**config.mk**
```make
export PLATFORM = sky130hd
export DESIGN_NAME = instr_fetch_unit
export DESIGN_NICKNAME = d
export VERILOG_FILES = /design/src/rtl/riscv_fetch_pkg.sv /design/src/rtl/fetch_fifo.sv /design/src/rtl/instr_fetch_unit.sv
export SDC_FILE = /design/constraint.sdc
export NUM_CORES = 1
export LEC_CHECK = 0
export BUFFER_PORTS_ARGS = -buffer_cell sky130_fd_sc_hd__buf_2
export CAP_MARGIN = 10
export CORE_ASPECT_RATIO = 0.75
export CORE_MARGIN = 4
export CORE_UTILIZATION = 30
export CTS_BUF_LIST = sky130_fd_sc_hd__clkbuf_2 sky130_fd_sc_hd__clkbuf_4 sky130_fd_sc_hd__clkbuf_8
export CTS_CLUSTER_SIZE = 8
export DETAILED_ROUTE_END_ITERATION = 8
export GPL_ROUTABILITY_DRIVEN = 0
export SYNTH_ARGS = -nofsm -noshare
export SYNTH_HDL_FRONTEND = slang
export SYNTH_SLANG_ARGS = --single-unit
```
**constraint.sdc**
```tcl
create_clock -name clk -period 21.5 [get_ports clk]
set_clock_uncertainty 0.15 [all_clocks]
set_input_delay 4.3 -clock clk [delete_from_list [all_inputs] [get_ports clk]]
set_output_delay 4.3 -clock clk [all_outputs]
set_load 0.02 [all_outputs]
```
**src/rtl/riscv_fetch_pkg.sv**
```systemverilog
// riscv_fetch_pkg: shared fetch-path entry types and constants
package riscv_fetch_pkg;
    localparam int XLEN = 32;
    localparam logic [XLEN-1:0] NOP_INSTR = 32'h00000013;
    typedef struct packed {
        logic [XLEN-1:0] pc;
        logic [XLEN-1:0] instr;
    } fetch_entry_t;
    typedef struct packed {
        logic            epoch;
        logic [XLEN-1:0] pc;
    } pend_entry_t;
endpackage

```
**src/rtl/fetch_fifo.sv**
```systemverilog
// fetch_fifo: circular FIFO with registered storage and synchronous clear
module fetch_fifo #(
    parameter int WIDTH = 32,
    parameter int DEPTH = 2
) (
    input  logic                   clk,
    input  logic                   rst_n,
    input  logic                   clr,
    input  logic                   push,
    input  logic [WIDTH-1:0]       din,
    input  logic                   pop,
    output logic [WIDTH-1:0]       dout,
    output logic [$clog2(DEPTH):0] count,
    output logic                   empty,
    output logic                   full
);
    localparam int AW = $clog2(DEPTH);
    logic [WIDTH-1:0] mem [DEPTH];
    logic [AW-1:0] wr_ptr, rd_ptr;
    logic do_push, do_pop;
    assign empty   = count == '0;
    assign full    = count == (AW+1)'(DEPTH);
    assign do_pop  = pop && !empty;
    assign do_push = push && (!full || do_pop);
    assign dout    = mem[rd_ptr];
    always_ff @(posedge clk or negedge rst_n) begin
        if (!rst_n) begin
            wr_ptr <= '0;
            rd_ptr <= '0;
            count  <= '0;
        end else if (clr) begin
            wr_ptr <= '0;
            rd_ptr <= '0;
            count  <= '0;
        end else begin
            wr_ptr <= wr_ptr + AW'(do_push);
            rd_ptr <= rd_ptr + AW'(do_pop);
            count  <= count + (AW+1)'(do_push) - (AW+1)'(do_pop);
        end
    end
    always_ff @(posedge clk) begin
        if (do_push && !clr) mem[wr_ptr] <= din;
    end
endmodule

```
**src/rtl/instr_fetch_unit.sv**
```systemverilog
// instr_fetch_unit: credit-limited in-order instruction fetch with epoch-based flush
module instr_fetch_unit
    import riscv_fetch_pkg::*;
#(
    parameter int DATA_WIDTH = 32,
    parameter int FQ_DEPTH   = 2
) (
    input  logic                  clk,
    input  logic                  rst_n,
    input  logic [DATA_WIDTH-1:0] pc_in,
    output logic                  pc_write,
    input  logic                  flush,
    output logic                  imem_req_valid,
    input  logic                  imem_req_ready,
    output logic [DATA_WIDTH-1:0] imem_req_addr,
    input  logic                  imem_rsp_valid,
    input  logic [DATA_WIDTH-1:0] imem_rsp_data,
    output logic                  if_valid,
    input  logic                  if_ready,
    output logic [DATA_WIDTH-1:0] if_pc,
    output logic [DATA_WIDTH-1:0] if_instr
);
    localparam int CW = $clog2(FQ_DEPTH) + 1;
    logic          epoch;
    logic [CW-1:0] outstanding, fq_count, pend_count, used;
    logic          pend_empty, pend_full, fq_empty, fq_full;
    logic          rsp_pop, fq_push, fq_pop, credit_ok;
    pend_entry_t   pend_in, pend_head;
    fetch_entry_t  fq_in, fq_head;
    logic          unused;
    assign fq_pop         = !fq_empty && if_ready;
    // Buffered plus in-flight work may never exceed the queue, so responses need no backpressure
    assign used           = outstanding + fq_count - CW'(fq_pop);
    assign credit_ok      = used < CW'(FQ_DEPTH);
    assign imem_req_valid = rst_n && !flush && credit_ok;
    assign imem_req_addr  = pc_in;
    assign pc_write       = imem_req_valid && imem_req_ready;
    assign rsp_pop        = imem_rsp_valid && !pend_empty;
    assign fq_push        = rsp_pop && pend_head.epoch == epoch && !flush;
    assign pend_in        = '{epoch: epoch, pc: pc_in};
    assign fq_in          = '{pc: pend_head.pc, instr: imem_rsp_data};
    assign if_valid       = !fq_empty;
    assign if_pc          = fq_empty ? '0 : fq_head.pc;
    assign if_instr       = fq_empty ? NOP_INSTR : fq_head.instr;
    assign unused         = &{1'b0, pend_count, pend_full, fq_full};
    always_ff @(posedge clk or negedge rst_n) begin
        if (!rst_n) begin
            epoch       <= 1'b0;
            outstanding <= '0;
        end else begin
            if (flush) epoch <= ~epoch;
            outstanding <= outstanding + CW'(pc_write) - CW'(rsp_pop);
        end
    end
    fetch_fifo #(.WIDTH($bits(pend_entry_t)), .DEPTH(FQ_DEPTH)) u_pend_q (
        .clk(clk), .rst_n(rst_n), .clr(1'b0),
        .push(pc_write), .din(pend_in), .pop(rsp_pop), .dout(pend_head),
        .count(pend_count), .empty(pend_empty), .full(pend_full)
    );
    fetch_fifo #(.WIDTH($bits(fetch_entry_t)), .DEPTH(FQ_DEPTH)) u_fetch_q (
        .clk(clk), .rst_n(rst_n), .clr(flush),
        .push(fq_push), .din(fq_in), .pop(fq_pop), .dout(fq_head),
        .count(fq_count), .empty(fq_empty), .full(fq_full)
    );
`ifdef SIMULATION
    always_ff @(posedge clk) begin
        if (rst_n && imem_rsp_valid && pend_empty) $error("imem response with no pending request");
        if (rst_n) assert (!(fq_push && fq_full && !fq_pop)) else $error("fetch queue overflow");
    end
`endif
endmodule

```
==> results of run 1 <==
final timing paths:
path | start | endpoint | slack, ps
max | if_ready | imem_req_valid | 11240
max in group asynchronous | rst_n | u_fetch_q.rd_ptr$_DFF_PN0_ | 17410
min reg2reg | outstanding[1]$_DFF_PN0_ | outstanding[1]$_DFF_PN0_ | 330
min in group asynchronous | rst_n | u_pend_q.count[0]$_DFF_PN0_ | 3530
min | outstanding[1]$_DFF_PN0_ | outstanding[1]$_DFF_PN0_ | 330
max reg2reg | u_fetch_q.count[1]$_DFF_PN0_ | u_pend_q.mem[0][24]$_DFFE_PP_ | 17950
layer usage:
| layer | track usage | wire, µm | vias up |
|---|---|---|---|
| li1 | - | - | 2044 |
| met2 | 0.161 | 6980 | 160 |
| met5 | 0 | 40 | - |
| met4 | 0.0365 | 380 | 6 |
| met1 | 0.139 | 7270 | 2049 |
| met3 | 0.0405 | 1570 | 41 |
flip-flops by register name, indices dropped and copies added, names as in the netlist:
signal / flops
epoch: 1
outstanding: 2
u_fetch_q.count: 2
u_fetch_q.mem: 128
u_fetch_q.rd_ptr: 1
u_fetch_q.wr_ptr: 1
u_pend_q.count: 2
u_pend_q.mem: 66
u_pend_q.rd_ptr: 1
u_pend_q.wr_ptr: 1
worst max-delay path: cells and delay by family:
kind	cells	cell delay (ps)
adders and majority gates	1	300
and+or+nand+nor	2	350
xor gates and xnor gates	1	360
AOI/OAI and AO/OA	1	110
buffers and inverters	3	390
through the flow:
stage	instances	area, µm²
after CTS	1001	9790
after global placement	943	9160
after detailed placement	943	9160
after global routing	1001	9790
after floorplan	475	8150
final	1001	9790
power by group:
group,switching [W],internal (W)
clock,0.000147,0.000175
sequential,0.0000411,0.000503
combinational,0.000221,0.000134
cells in the mapped netlist (4+ instances only):
cell | n | area share
nor3b_1 | 4 | 0.0037
mux2i_1 | 65 | 0.080
mux2_2 | 32 | 0.044
clkbuf_1 | 7 | 0.0032
ha_1 | 9 | 0.014
xor2_1 | 4 | 0.0043
buf_2 | 5 | 0.0031
dfrtp_1 | 11 | 0.034
xnor2_1 | 6 | 0.0064
inv_1 | 11 | 0.0051
nand2_1 | 4 | 0.0018
edfxtp_1 | 194 | 0.71
buf_4 | 37 | 0.034
nor2_1 | 65 | 0.030
nor3_1 | 4 | 0.0025
logic make-up (layout without fill, tap and decap cells):
logic type      count (synthesis)  count (layout)  synth area share
compound gates                  3               3           0.00246
xor+xnor                       11              11            0.0135
fa+ha+maj                       9               9            0.0138
buf+inv                        61             243            0.0468
flops                         205             205             0.749
mux                            98              98             0.127
simple gates                   88              88            0.0481
area by class of cell:
| type | instances | area [µm²] | share of cell area |
|---|---|---|---|
| Clock buffer | 47 | 584 | 0.0597 |
| Sequential cell | 205 | 6110 | 0.624 |
| Tap cell | 344 | 430 | 0.0440 |
| Multi-Input combinational cell | 209 | 1690 | 0.173 |
| Clock inverter | 11 | 45.0 | 0.00460 |
| Timing Repair Buffer | 174 | 886 | 0.0905 |
| Inverter | 11 | 41.3 | 0.00422 |
==> implementation parameters, run 1 <==
Parameter                              Value

Run status
  Status ... completed

STA
  Count of endpoints failing setup in the final report ... 0
  Final Hold Fails ... 0
  Period utilization ... 0.477
  Maximum operating frequency ... 0.0975 GHz
  Min Tclk post-route ... 10,260 ps
  Max-slew violation count ... 0
  Remaining max-slew budget at the tightest pin ... 0.342
  Worst setup margin ... 11,240 ps
  Pin slew with the least headroom to its limit ... 988 ps
  Tightest hold margin ... 332 ps
  Total negative slack for setup checks ... 0 ps
  Setup repair after global routing missed its margin ... no

Worst setup path
  Depth of the worst register-to-register path ... 7
  Ordered list of cells on the worst path ... buf_2, o21ai_0, inv_1, ha_1, nor2b_1, xnor3_1, nor3b_1, buf_2
  Cell at the slowest stage of the critical path ... xnor3_1
  Type of destination of the critical path ... primary output
  Arrival time reported for the critical path endpoint ... 5810 ps
  Required time reported for the critical path endpoint ... 17,050 ps
  Category of the worst setup path launch point ... primary input
  Max FO, Critical Path ... 3
  Largest stage delay on the critical path ... 360 ps
  Cell occurring most often along the worst timing path ... buf_2
  Critical path start-end classification ... in2out

Global routing
  Pin count of the biggest net entering global routing ... 44
  Overall overflow remaining after global route ... 0
  GRT Resource Usage Total ... 0.106
  First-pass GRT wire length ... 24,100 µm
  Vias in the first global route ... 4,282
  Initial antenna violation count ... 3

Logic synthesis
  Post-synth design cell area ... 0.00815 mm²
  Number of library cell types mapped by synthesis ... 29
  Net count after synthesis ... 554
  Sequential element share of the synthesized area ... 0.749
  Number of synthesis warnings ... 0
  Flop and latch count out of synthesis ... 205
  Post-synthesis average cell area ... 17.2 µm²
  Cell count after synthesis ... 475
  Ys flop type ... edfxtp_1
  Number of enable-type register cells in the synthesized netlist ... 194
  Asr flop ratio synth ... 0.0537

Layout
  Layout overhead on the synthesized area ... 20.1%
  Most frequent cells in the layout ... edfxtp_1 (194), buf_2 (168), mux2i_1 (65), nor2_1 (64), clkbuf_8 (37)
  Final nets ... 715
  Share of final-layout standard cells stronger than drive strength 1 ... 0.403
  Fin util ... 0.371
  Ant diodes ... 0
  Most frequent standard cell in the layout excluding fill and tap cells ... edfxtp_1
  Layout fillers ... 2,519

Route
  Final routed DRC violation total ... 0
  Starting DRC count in detailed routing ... 111
  Count of nets left with antenna violations after detail routing ... 0
  Vias/cell ... 4.30
  Total Wirelength ... 16,200 µm
  Number of search-and-repair iterations in the first detailed-routing pass ... 4
  Number of vias after detailed routing ... 4,300
  WL per Instance ... 16.2 µm

Placement
  Buffers on Ports ... 168
  Pre-CTS setup slack ... 11,230 ps
  DP Wirelength ... 9960 µm

Die
  Die outline width ... 198 µm
  Starting density of the core ... 0.309
  Overall die height ... 151 µm
  Core area ... 0.0264 mm²
  Count of pins on the block boundary ... 169
  Number of rows in the core area ... 51
  Die outline area ... 0.0299 mm²

Clocking
  Reg clk slew, reported paths ... 60 ps
  Number of buffers inserted to repair setup after CTS ... 0
  Post-CTS Hold Buffers ... 0
  Clock root buffer master ... clkbuf_8
  Clock buffer count from CTS ... 35
  Clock insertion delay at the later pin of the skew report ... 500 ps
  TritonCTS clock tree ... done
  Total number of clock tree sinks ... 205
  Number of gates resized after cts ... 0
  Number of H-tree levels ... 2
  Number of buffers on the longest clock path ... 3

Flow run
  Max-Cap Viols ... 0

Hold path
  Hold depth ... 1
  Class of the worst hold path ... reg2reg

Power and ir drop
  Peak supply drop ... 58.5 µV
  Power density over cell area ... 125 mW/mm²
  Static leakage ... 3.62 nW
  Total chip power ... 0.00122 W
(Power assumes the default switching activity.)
==> run 2, diff against run 1 <==
==> constraint.sdc (replaced) <==
create_clock -name clk -period 8.6 [get_ports clk]
set_clock_uncertainty 0.15 [all_clocks]
set_input_delay 1.72 -clock clk [delete_from_list [all_inputs] [get_ports clk]]
set_output_delay 1.72 -clock clk [all_outputs]
set_load 0.02 [all_outputs]
==> implementation parameters, run 2 (synthesized netlist as in run 1, its figures left out) <==
Parameter                              Value

STA
  Maximum operating frequency ... 0.195 GHz
  Final Hold Fails ... 0
  Count of endpoints failing setup in the final report ... 0
  Min Tclk post-route ... 5140 ps
  Pin slew with the least headroom to its limit ... 958 ps
  Remaining max-slew budget at the tightest pin ... 0.361
  Total negative slack for setup checks ... 0 ps
  Worst setup margin ... 3460 ps
  Max-slew violation count ... 0
  Period utilization ... 0.597
  Setup repair after global routing missed its margin ... no

Layout
  Most frequent standard cell in the layout excluding fill and tap cells ... edfxtp_1
  Footprint of the multi-input gates ... 0.00169 mm²
  Most frequent cells in the layout ... edfxtp_1 (194), buf_2 (168), mux2i_1 (65), nor2_1 (64), clkbuf_8 (37)
  Final nets ... 714
  Final cell count without fillers ... 999
  Registers with the highest flip-flop counts ... u_fetch_q.mem x128, u_pend_q.mem x66
  Layout overhead on the synthesized area ... 20.2%
  Largest Register ... u_fetch_q.mem
  Storage cell area ... 0.00611 mm²
  Share of final-layout standard cells stronger than drive strength 1 ... 0.405
  Max FFs per register ... 128
  Layout fillers ... 2,548
  Fin area ... 0.00980 mm²
  Fin util ... 0.372

Die
  Die outline width ... 198 µm
  Number of rows in the core area ... 51
  Overall die height ... 151 µm
  Starting density of the core ... 0.309
  Die outline area ... 0.0299 mm²
  Core area ... 0.0264 mm²
  Count of pins on the block boundary ... 169

Worst setup path
  Cell occurring most often along the worst timing path ... buf_2
  Buffering stage count on the worst path with inverters included ... 3
  Type of destination of the critical path ... primary output
  Largest stage delay on the critical path ... 370 ps
  Required time reported for the critical path endpoint ... 6730 ps
  Critical path start-end classification ... in2out
  Ordered list of cells on the worst path ... buf_2, o21ai_0, inv_1, ha_1, nor2b_1, xnor3_1, nor3b_1, buf_2
  Cell at the slowest stage of the critical path ... xnor3_1
  Max FO, Critical Path ... 3
  Largest delay share family, worst path ... buffers and inverters
  Category of the worst setup path launch point ... primary input
  Arrival time reported for the critical path endpoint ... 3270 ps

Clocking
  Total number of clock tree sinks ... 205
  Clock buffer count from CTS ... 34
  TritonCTS clock tree ... done
  Post-CTS Hold Buffers ... 0
  Number of gates resized after cts ... 0
  Clock root buffer master ... clkbuf_8
  Clock insertion delay at the later pin of the skew report ... 490 ps
  Number of buffers inserted to repair setup after CTS ... 0
  Reg clk slew, reported paths ... 60 ps
  Number of H-tree levels ... 2
  Number of buffers on the longest clock path ... 3

Placement
  Placed Instance Area ... 0.00916 mm²
  Pre-CTS setup slack ... 3460 ps
  Buffers on Ports ... 168
  Placed instance count ... 943
  DP Wirelength ... 10,000 µm

Global routing
  Initial antenna violation count ... 0
  GRT Resource Usage Total ... 0.106
  First-pass GRT wire length ... 24,300 µm
  Pin count of the biggest net entering global routing ... 46
  Overall overflow remaining after global route ... 0
  Vias in the first global route ... 4,417

Route
  Total Wirelength ... 16,200 µm
  Number of search-and-repair iterations in the first detailed-routing pass ... 4
  Final routed DRC violation total ... 0
  Number of vias after detailed routing ... 4,305
  Met2 WL post-DR ... 7170 µm
  WL per Instance ... 16.2 µm
  Top layer used by detailed routing ... met5
  Count of nets left with antenna violations after detail routing ... 0
  Total routed wire length on the met1 layer ... 7390 µm
  Vias/cell ... 4.31
  Routed length on met3 ... 1180 µm
  Starting DRC count in detailed routing ... 143

Flow run
  Max-Cap Viols ... 0

Power and ir drop
  Peak supply drop ... 118 µV
  Power density over cell area ... 312 mW/mm²
  Static leakage ... 3.62 nW

Hold path
  Class of the worst hold path ... reg2reg

Run status
  Status ... completed
-- run 2: per-layer routing --
metal / vias up / global-route usage
li1: 2054 / -
met1: 2056 / 0.144
met2: 157 / 0.166
met3: 36 / 0.0322
met4: 2 / 0.0337
met5: - / 0
-- run 2: path summary, 6_finish.rpt --
check / from / end / cells past startpoint / slack [ps]
worst min-delay path: outstanding[1]$_DFF_PN0_ / outstanding[1]$_DFF_PN0_ / 1 / 330
max in group asynchronous: rst_n / u_fetch_q.rd_ptr$_DFF_PN0_ / 1 / 7120
min in group asynchronous: rst_n / outstanding[1]$_DFF_PN0_ / 1 / 940
worst max-delay path: if_ready / imem_req_valid / 8 / 3460
worst max register to register: u_fetch_q.count[1]$_DFF_PN0_ / u_pend_q.mem[1][19]$_DFFE_PP_ / 7 / 4990
worst min register to register: outstanding[1]$_DFF_PN0_ / outstanding[1]$_DFF_PN0_ / 1 / 330
-- run 2: report_power, final --
| group | internal (W) | total (W) | switching [W] |
|---|---|---|---|
| logic | 0.000335 | 0.000891 | 0.000556 |
| registers | 0.00126 | 0.00136 | 0.000101 |
| clock network | 0.000459 | 0.000812 | 0.000353 |
| total | 0.00205 | 0.00306 | 0.00101 |
-- run 2: per-stage QoR --
step / power [W] / hold slack [ps]
final: 0.00306 / 332
after global routing: 0.00325 / 364
after CTS: 0.00313 / 335
after detailed placement: 0.00230 / 326
after global placement: 0.00229 / 323
after floorplan: 0.00201 / 297
-- run 2: cell type report --
| type | instances | share of cell area |
|---|---|---|
| flip-flops and latches | 205 | 0.623 |
| multi-input cells | 209 | 0.173 |
| repair buffers | 174 | 0.0904 |
| clock buffers | 46 | 0.0589 |
| well taps | 344 | 0.0439 |
| clock inverters | 7 | 0.00562 |
| inverters | 11 | 0.00422 |
| diodes | 3 | 0.000766 |
==> run 3, diff against run 2 <==
==> constraint.sdc (replaced) <==
create_clock -name clk -period 4.2 [get_ports clk]
set_clock_uncertainty 0.15 [all_clocks]
set_input_delay 0.84 -clock clk [delete_from_list [all_inputs] [get_ports clk]]
set_output_delay 0.84 -clock clk [all_outputs]
set_load 0.02 [all_outputs]
==> implementation parameters, run 3 (synthesized netlist as in run 1, its figures left out) <==
Parameter                              Value

Run status
  Status ... completed

Placement
  Placed Instance Area ... 0.00924 mm²
  Pre-CTS setup slack ... 765 ps
  Placed instance count ... 948
  DP Wirelength ... 10,100 µm
  Buffers on Ports ... 168

Route
  Vias/cell ... 4.27
  Total Wirelength ... 16,200 µm
  Number of search-and-repair iterations in the first detailed-routing pass ... 4
  Number of vias after detailed routing ... 4,307
  Final routed DRC violation total ... 0
  Count of nets left with antenna violations after detail routing ... 0
  Starting DRC count in detailed routing ... 122
  WL per Instance ... 16.1 µm

Layout
  Storage cell area ... 0.00611 mm²
  Share of final-layout standard cells stronger than drive strength 1 ... 0.412
  Final nets ... 720
  Final cell count without fillers ... 1,009
  Fin area ... 0.00987 mm²
  Max FFs per register ... 128
  Most frequent standard cell in the layout excluding fill and tap cells ... edfxtp_1
  Footprint of the multi-input gates ... 0.00171 mm²
  Most frequent cells in the layout ... edfxtp_1 (194), buf_2 (168), mux2i_1 (65), nor2_1 (64), clkbuf_8 (35)
  Layout overhead on the synthesized area ... 21.1%
  Registers with the highest flip-flop counts ... u_fetch_q.mem x128, u_pend_q.mem x66
  Largest Register ... u_fetch_q.mem
  Layout fillers ... 2,526

Hold path
  Class of the worst hold path ... in2async

Clocking
  Reg clk slew, reported paths ... 60 ps
  Clock root buffer master ... clkbuf_8
  Post-CTS Hold Buffers ... 0
  Clock buffer count from CTS ... 35
  Total number of clock tree sinks ... 205
  Number of gates resized after cts ... 0
  Clock insertion delay at the later pin of the skew report ... 500 ps
  Number of buffers on the longest clock path ... 3
  Number of buffers inserted to repair setup after CTS ... 0
  Number of H-tree levels ... 2
  TritonCTS clock tree ... done

Die
  Core area ... 0.0264 mm²
  Die outline width ... 198 µm
  Overall die height ... 151 µm
  Die outline area ... 0.0299 mm²
  Count of pins on the block boundary ... 169
  Number of rows in the core area ... 51
  Starting density of the core ... 0.309

STA
  Min Tclk post-route ... 3550 ps
  Final Hold Fails ... 0
  Worst setup margin ... 646 ps
  Remaining max-slew budget at the tightest pin ... 0.427
  Setup repair after global routing missed its margin ... no
  Max-slew violation count ... 0
  Maximum operating frequency ... 0.281 GHz
  Count of endpoints failing setup in the final report ... 0
  Period utilization ... 0.846
  Pin slew with the least headroom to its limit ... 860 ps

Global routing
  First-pass GRT wire length ... 24,300 µm
  Pin count of the biggest net entering global routing ... 46
  Overall overflow remaining after global route ... 0
  Vias in the first global route ... 4,381
  Initial antenna violation count ... 0
  GRT Resource Usage Total ... 0.105

Flow run
  Max-Cap Viols ... 0

Worst setup path
  Category of the worst setup path launch point ... flip-flop
  Critical path start-end classification ... reg2out
  Max FO, Critical Path ... 6
  Ordered list of cells on the worst path ... o21ai_0, inv_1, ha_1, nor2b_1, xnor3_1, nor3b_1, buf_2
  Type of destination of the critical path ... primary output
  Largest stage delay on the critical path ... 460 ps
  Required time reported for the critical path endpoint ... 3210 ps
  Arrival time reported for the critical path endpoint ... 2560 ps
  Cell at the slowest stage of the critical path ... dfrtp_1

Power and ir drop
  Power density over cell area ... 636 mW/mm²
  Total chip power ... 0.00628 W
  Peak supply drop ... 306 µV
  Static leakage ... 3.66 nW
## run 3: cell types whose count changed in the layout (fill, tap and decap cells not counted)
cell,change
clkbuf_4,+3
clkinv_2,+2
clkinv_1,+2
diode_2,-1
nor4_4,+2
bufinv_16,-1
buf_12,+2
clkbuf_8,-2
nor4_2,-2
inv_6,+2
buf_4,+3
## run 3: area by class of cell
class / instances / share of cell area
Antenna cell: 2 / 0.000507
Tap cell: 344 / 0.0436
Inverter: 11 / 0.00418
Multi-Input combinational cell: 209 / 0.173
Clock inverter: 12 / 0.00608
Timing Repair Buffer: 179 / 0.0961
Clock buffer: 47 / 0.0579
Sequential cell: 205 / 0.618
## run 3: worst paths after layout
| kind | start | end | slack (ps) | cells after the start |
|---|---|---|---|---|
| setup / recovery | u_fetch_q.count[1]$_DFF_PN0_ | imem_req_valid | 650 | 7 |
| hold / removal | rst_n | outstanding[0]$_DFF_PN0_ | 80 | 1 |
| setup reg to reg | u_fetch_q.count[1]$_DFF_PN0_ | u_pend_q.mem[0][11]$_DFFE_PP_ | 1130 | 8 |
| hold reg to reg | outstanding[1]$_DFF_PN0_ | outstanding[1]$_DFF_PN0_ | 340 | 1 |
| max in group asynchronous | rst_n | u_fetch_q.rd_ptr$_DFF_PN0_ | 3560 | 1 |
| min in group clk | outstanding[1]$_DFF_PN0_ | outstanding[1]$_DFF_PN0_ | 340 | 1 |
## run 3: power by group
part           internal (W)  total (W)  switching, W  leakage (nW)
combinational      0.000716    0.00190       0.00119          1.43
clock              0.000886    0.00164      0.000758         0.341
sequential          0.00257    0.00273      0.000164          1.89
## run 3: metrics by stage
stage / hold slack [ps] / util / TNS, ps
finish: 77.5 / 0.375 / 0
detailed placement: 322 / 0.350 / 0
global placement: 330 / 0.350 / 0
CTS: 55.3 / 0.374 / 0
global route: 61.4 / 0.374 / 0
floorplan: 297 / - / -145190
## run 3: layer usage
layer | track usage | up-vias | share of wire
met1 | 0.150 | 2052 | 0.47
li1 | - | 2061 | -
met3 | 0.0315 | 28 | 0.084
met5 | 0 | - | 0
met2 | 0.157 | 166 | 0.43
met4 | 0.0296 | 0 | 0.017
## run 3: critical path: cells and delay by family, from the launching register on
family | cells | cell delay (ps)
xor+xnor | 1 | 380
simple gates | 2 | 360
flops | 1 | 460
fa+ha+maj | 1 | 300
compound gates | 1 | 290
buf+inv | 2 | 290
